<file path="src/rtl/dmem_pkg.sv">
// Shared types and constants for the data-memory arbiter.
// Also holds the grant/state encodings and the IO-space address decode.
package dmem_pkg;

   localparam int unsigned XLEN       = 32;
   localparam int unsigned IO_SEL_BIT = 7;

   typedef enum logic [1:0] {
      GNT_NONE = 2'd0,
      GNT_PIPE = 2'd1,
      GNT_DMA  = 2'd2
   } gnt_e;

   typedef enum logic {
      D_IDLE = 1'b0,
      D_ACK  = 1'b1
   } dstate_e;

   typedef struct packed {
      logic            we;
      logic [XLEN-1:0] addr;
      logic [XLEN-1:0] wdata;
   } mem_req_t;

   // Addresses with the IO select bit set belong to the IO block, not RAM.
   function automatic logic is_io(input logic [XLEN-1:0] addr);
      return addr[IO_SEL_BIT];
   endfunction

endpackage

</file>
<file path="src/rtl/dmem_grant_logic.sv">
// Combinational grant decision and memory-port mux between the pipeline and DMA ports.
// Reset forces a NONE grant so no write or stall escapes while the block is held in reset.
module dmem_grant_logic
   import dmem_pkg::*;
(
   input  logic     reset,
   input  logic     dma_idle,
   input  logic     at_limit,
   input  logic     p_req,
   input  mem_req_t p_bus,
   input  logic     d_req,
   input  mem_req_t d_bus,
   output gnt_e     gnt_c,
   output mem_req_t m_bus_c,
   output logic     p_stall_c
);

   // Pipeline has priority unless the DMA port has waited the full starvation budget.
   always_comb begin
      gnt_c           = GNT_NONE;
      m_bus_c.we      = 1'b0;
      m_bus_c.addr    = p_bus.addr;
      m_bus_c.wdata   = p_bus.wdata;
      p_stall_c       = 1'b0;

      if (!reset) begin
         if (dma_idle && d_req && (!p_req || at_limit)) begin
            gnt_c = GNT_DMA;
         end else if (p_req) begin
            gnt_c = GNT_PIPE;
         end
      end

      case (gnt_c)
         GNT_PIPE: begin
            m_bus_c = p_bus;
         end
         GNT_DMA: begin
            m_bus_c.addr  = d_bus.addr;
            m_bus_c.wdata = d_bus.wdata;
            // DMA writes into IO space are dropped and reported through d_err.
            m_bus_c.we    = d_bus.we & ~is_io(d_bus.addr);
            p_stall_c     = p_req;
         end
         default: begin
         end
      endcase
   end

endmodule

</file>
<file path="src/rtl/dmem_arbiter.sv">
// Single-port arbiter sharing the data-memory/IO block between the MEM stage and a DMA word port.
// Holds the DMA handshake FSM, the starvation counter and the registered DMA response.
module dmem_arbiter
   import dmem_pkg::*;
#(
   parameter int unsigned STARVE_LIMIT = 4,
   parameter int unsigned CNT_W        = 3
)
(
   input  logic            clock,
   input  logic            reset,
   input  logic            p_req,
   input  logic            p_we,
   input  logic [XLEN-1:0] p_addr,
   input  logic [XLEN-1:0] p_wdata,
   output logic            p_stall,
   output logic [XLEN-1:0] p_rdata,
   input  logic            d_req,
   input  logic            d_we,
   input  logic [XLEN-1:0] d_addr,
   input  logic [XLEN-1:0] d_wdata,
   output logic            d_ack,
   output logic [XLEN-1:0] d_rdata,
   output logic            d_err,
   output logic            m_we,
   output logic [XLEN-1:0] m_addr,
   output logic [XLEN-1:0] m_wdata,
   input  logic [XLEN-1:0] m_rdata
);

   dstate_e          d_state;
   dstate_e          d_state_nxt;
   logic [CNT_W-1:0] starve_cnt;
   logic [CNT_W-1:0] cnt_nxt;
   gnt_e             gnt;
   mem_req_t         p_bus;
   mem_req_t         d_bus;
   mem_req_t         m_bus;
   logic             at_limit;
   logic             dma_idle;
   logic             dma_eligible;
   logic             dma_gnt;
   logic             pipe_gnt;

   assign p_bus        = '{we: p_we, addr: p_addr, wdata: p_wdata};
   assign d_bus        = '{we: d_we, addr: d_addr, wdata: d_wdata};
   assign at_limit     = (starve_cnt == CNT_W'(STARVE_LIMIT));
   assign dma_idle     = (d_state == D_IDLE);
   assign dma_eligible = dma_idle & d_req;
   assign dma_gnt      = (gnt == GNT_DMA);
   assign pipe_gnt     = (gnt == GNT_PIPE);

   dmem_grant_logic u_grant (
      .reset     (reset),
      .dma_idle  (dma_idle),
      .at_limit  (at_limit),
      .p_req     (p_req),
      .p_bus     (p_bus),
      .d_req     (d_req),
      .d_bus     (d_bus),
      .gnt_c     (gnt),
      .m_bus_c   (m_bus),
      .p_stall_c (p_stall)
   );

   assign m_we    = m_bus.we;
   assign m_addr  = m_bus.addr;
   assign m_wdata = m_bus.wdata;
   assign p_rdata = m_rdata;

   // DMA FSM and starvation counter, next-state logic.
   always_comb begin
      d_state_nxt = d_state;
      cnt_nxt     = starve_cnt;

      case (d_state)
         D_IDLE:  if (dma_gnt) d_state_nxt = D_ACK;
         D_ACK:   d_state_nxt = D_IDLE;
         default: d_state_nxt = D_IDLE;
      endcase

      // Counter saturates at the limit; a dropped request forgets any accumulated wait.
      if (dma_gnt || !d_req) begin
         cnt_nxt = '0;
      end else if (pipe_gnt && dma_eligible && !at_limit) begin
         cnt_nxt = starve_cnt + CNT_W'(1);
      end
   end

   always_ff @(posedge clock) begin
      if (reset) begin
         d_state    <= D_IDLE;
         starve_cnt <= '0;
      end else begin
         d_state    <= d_state_nxt;
         starve_cnt <= cnt_nxt;
      end
   end

   // DMA response: ack and error pulse one cycle after service, read data held until the next service.
   always_ff @(posedge clock) begin
      if (reset) begin
         d_ack   <= 1'b0;
         d_err   <= 1'b0;
         d_rdata <= '0;
      end else begin
         d_ack <= dma_gnt;
         d_err <= dma_gnt & d_we & is_io(d_addr);
         if (dma_gnt) d_rdata <= m_rdata;
      end
   end

endmodule

</file>
<file path="config.mk">
export PLATFORM = sky130hd
export DESIGN_NAME = dmem_arbiter
export DESIGN_NICKNAME = d
export VERILOG_FILES = /design/src/rtl/dmem_pkg.sv /design/src/rtl/dmem_grant_logic.sv /design/src/rtl/dmem_arbiter.sv
export SDC_FILE = /design/constraint.sdc
export NUM_CORES = 1
export LEC_CHECK = 0
export BUFFER_PORTS_ARGS = -buffer_cell sky130_fd_sc_hd__clkbuf_2
export CAP_MARGIN = 25
export CORE_AREA = 2 2 115 117
export CTS_BUF_LIST = sky130_fd_sc_hd__clkbuf_2 sky130_fd_sc_hd__clkbuf_4 sky130_fd_sc_hd__clkbuf_8
export DETAILED_ROUTE_END_ITERATION = 12
export DIE_AREA = 0 0 117 119
export GPL_TIMING_DRIVEN = 1
export HOLD_SLACK_MARGIN = 0.03
export SYNTH_ARGS = -nofsm -noshare
export SYNTH_HDL_FRONTEND = slang
export SYNTH_HIERARCHICAL = 1
export SYNTH_SLANG_ARGS = --single-unit
</file>
<file path="constraint.sdc">
create_clock -name clock -period 2.5 [get_ports clock]
set_input_delay 0.25 -clock clock [delete_from_list [all_inputs] [get_ports clock]]
set_output_delay 0.25 -clock clock [all_outputs]
set_load 0.01 [all_outputs]
</file>
==> metrics.txt <==
setup ws final -0.1378 ns; CP endpoint kind output pin; PD cells 426.8 mW/mm^2; Final nets 741; Initial Utilization 19.24%; first-pass GRT wire length 14430 um; htree depth 2; total power 0.001912 W; Slew Viols, Final 0; ANT nets after route 0; GP Congestion 0.8090; slew at the pin closest to its max-slew limit 0.3875 ns; static leakage 2.441 nW; status complete, but fails checks; # clock sinks 38; drt first-iter violations 123; cell at the slowest stage of the critical path dfxtp_2; Setup-failing EPs final 64; WP data required 2.25 ns; Tmin final 2.638 ns; clock root buffer clkbuf_8; #FFs+latches synth 38; RSZ-0062 raised after global routing yes; Crit path largest cell delay 0.34 ns; worst path bufs/invs 6; Finished Layout Cells 748; sequential-to-total area share from yosys stat 30.71%; min-delay worst type input port to flop; placed cell count 719; routed vias 3231; Clk pin slew, worst setup/hold paths 0.09 ns; most frequent CP cell buf_6; Pre-antenna DRT Iters 4; Worst Setup SP starve_cnt[0]; Syn Nets 465; n_diodes 0; row count 42; reg-to-reg slack, setup 0.65 ns; Storage cell area 763.2 sq um; WP depth 13; Ports 298; Max VDD drop 0.0003284 V; YS warnings 6; Die Y 119 um; cell count of the worst reg-to-reg path 10; final hold viol count 0; WL per Instance 14.36 um; CTS Buf Count 5; Crit Reg-Reg Startpoint starve_cnt[0]; # DRC 0; Tot GR Track Use 13.31%; clk_skew 0.01004 ns; Tcrit/Tclk final 105.5%; worst-skew pair later-pin latency 0.29 ns; share of cells above drive strength 1 61.71%; Critical Path, Cell by Cell inv_2 > ha_4 > and2_4 > nand3_2 > nand3b_1 > ha_4 > buf_6 > nor2b_4 > buf_6 > buf_12 > buf_16 > a22o_4 > buf_6; WP data arrival 2.39 ns; max_cap viols 0; drt via density 4.320; mean area per synthesized cell 8.398 sq um; WHS Endpoint d_rdata[10]; crit path max fanout 7; Synth cell types 26; initial antenna violation count 0; delay-heaviest family, CP buffers and inverters; die area 0.01392 sq mm; CTS tree yes; hold path depth 3; Max Freq 379.1 MHz; max_slew headroom 74.17%; clk buf depth 2; vias in the first global route 2805; final wirelength 10740 um; fillers 1372; hold path startpoint m_rdata[10]; DP Wirelength 7329 um; crit path launch type flop; area of the core 0.01287 sq mm; Mapped Area 0.002477 sq mm; Die W 117 um; Port Buffer Count 297; Remaining Overflow, GRT 0; Mapped Cells 295; number of hold buffers added after CTS 0; Layout area overhead 80.81%; largest net degree at the start of global routing 36; crit path kind flop to output pin; area of the multi-input gates 0.001321 sq mm; violated checks negative setup slack; FF-to-FF End d_rdata[20]
[state kept, by name, summed over array words and instances, names as in the netlist]
register / flops
d_rdata: 32
starve_cnt: 3
d_ack: 1
d_err: 1
d_state: 1
[kinds of logic after synthesis]
kind of cell	after synthesis	share of synthesized area, %
multiplexers	3	1.212
adder cells (fa/ha/maj)	4	2.020
buffers and inverters	61	19.75
AO/OA/AOI/OAI	97	29.49
flip-flops	38	30.71
AND/OR/NAND/NOR	92	16.82
[area by class of cell]
cell class / instances / share of cell area, %
clock inverters: 3 / 1.536
repair buffers: 327 / 45.22
flip-flops and latches: 38 / 17.04
clock buffers: 5 / 1.536
multi-input cells: 196 / 29.50
well taps: 176 / 4.916
inverters: 3 / 0.2514
[cells in the mapped netlist]
cell | number | area share [%]
a21oi_1 | 33 | 6.7
a22o_1 | 60 | 21
a22o_2 | 4 | 1.6
and2_1 | 2 | 0.50
and2b_1 | 1 | 0.30
and3_1 | 1 | 0.25
and3b_1 | 1 | 0.35
buf_2 | 4 | 0.81
buf_4 | 34 | 10
buf_6 | 17 | 7.7
clkbuf_1 | 3 | 0.45
dfxtp_1 | 38 | 31
ha_1 | 4 | 2.0
inv_1 | 3 | 0.45
mux2i_1 | 3 | 1.2
nand2_1 | 66 | 10
nand2b_4 | 1 | 0.56
nand3_1 | 6 | 1.2
nand3b_1 | 3 | 0.91
nand4bb_1 | 1 | 0.45
nor2_1 | 2 | 0.30
nor2b_1 | 3 | 0.76
nor3_1 | 2 | 0.40
nor3b_1 | 1 | 0.30
or2_1 | 1 | 0.25
or3_1 | 1 | 0.25
[routing by layer]
layer	share of wire (%)	wire (um)	GRT usage [%]
met5	0	0	0
met2	50	5416	23.84
met4	0.65	70	2.279
met3	7.9	848	2.748
met1	41	4405	16.43
[worst max-delay path by stage]
stage	endpoint	slack [ns]
2_1_floorplan	m_addr[0]	0.13
3_3_place_gp	m_addr[19]	0.12
3_5_place_dp	m_addr[26]	0.1
4_1_cts	m_addr[30]	-0.11
5_1_grt	m_wdata[2]	-0.22
6_report	m_wdata[0]	-0.14
[worst register-to-register path: stages, from the launching register on]
cell     delay, ns
dfxtp_2       0.33
inv_2         0.08
ha_4          0.12
and2_4        0.16
nor2b_4       0.05
nor3_4        0.18
buf_4         0.18
and2b_1       0.12
buf_4         0.31
nand2_1       0.11
a21oi_1       0.14
[power by group]
part,switching [W],internal (W)
combinational,0.000303,0.000344
clock,0.000236,0.000400
sequential,0.00000754,0.000621
total,0.000546,0.00137
[timing repair]
action,CTS,global route
setup endpoints to repair,64,64
setup buffers,7,2
pin swaps,42,3
gates resized for setup,32,20
gates cloned,9,3
[stage by stage]
step,setup WS [ns],setup TNS [ns],hold slack (ns),util (%),instance area (sq um)
finish,-0.1378,-6.652,0.1811,34.79,4479
global route,-0.2233,-12.70,0.1775,34.79,4479
CTS,-0.1120,-5.022,0.1720,33.85,4358
detailed placement,0.09647,0,0.4352,29.56,3806
global placement,0.1157,0,0.4347,29.56,3806
floorplan,0.1274,0,0.3824,-,2477
[cell usage in the layout, fill, tap and decap left out, types with 3 or more instances in the layout]
master,instances
a21oi_1,33
a22o_1,60
a22o_4,4
buf_12,4
buf_16,9
buf_2,7
buf_4,12
buf_6,9
clkbuf_2,284
clkbuf_8,5
dfxtp_1,36
mux2i_1,3
nand2_1,66
nand3_1,5
nand3b_1,3
No activity file was read; power rests on OpenSTA's default activity.
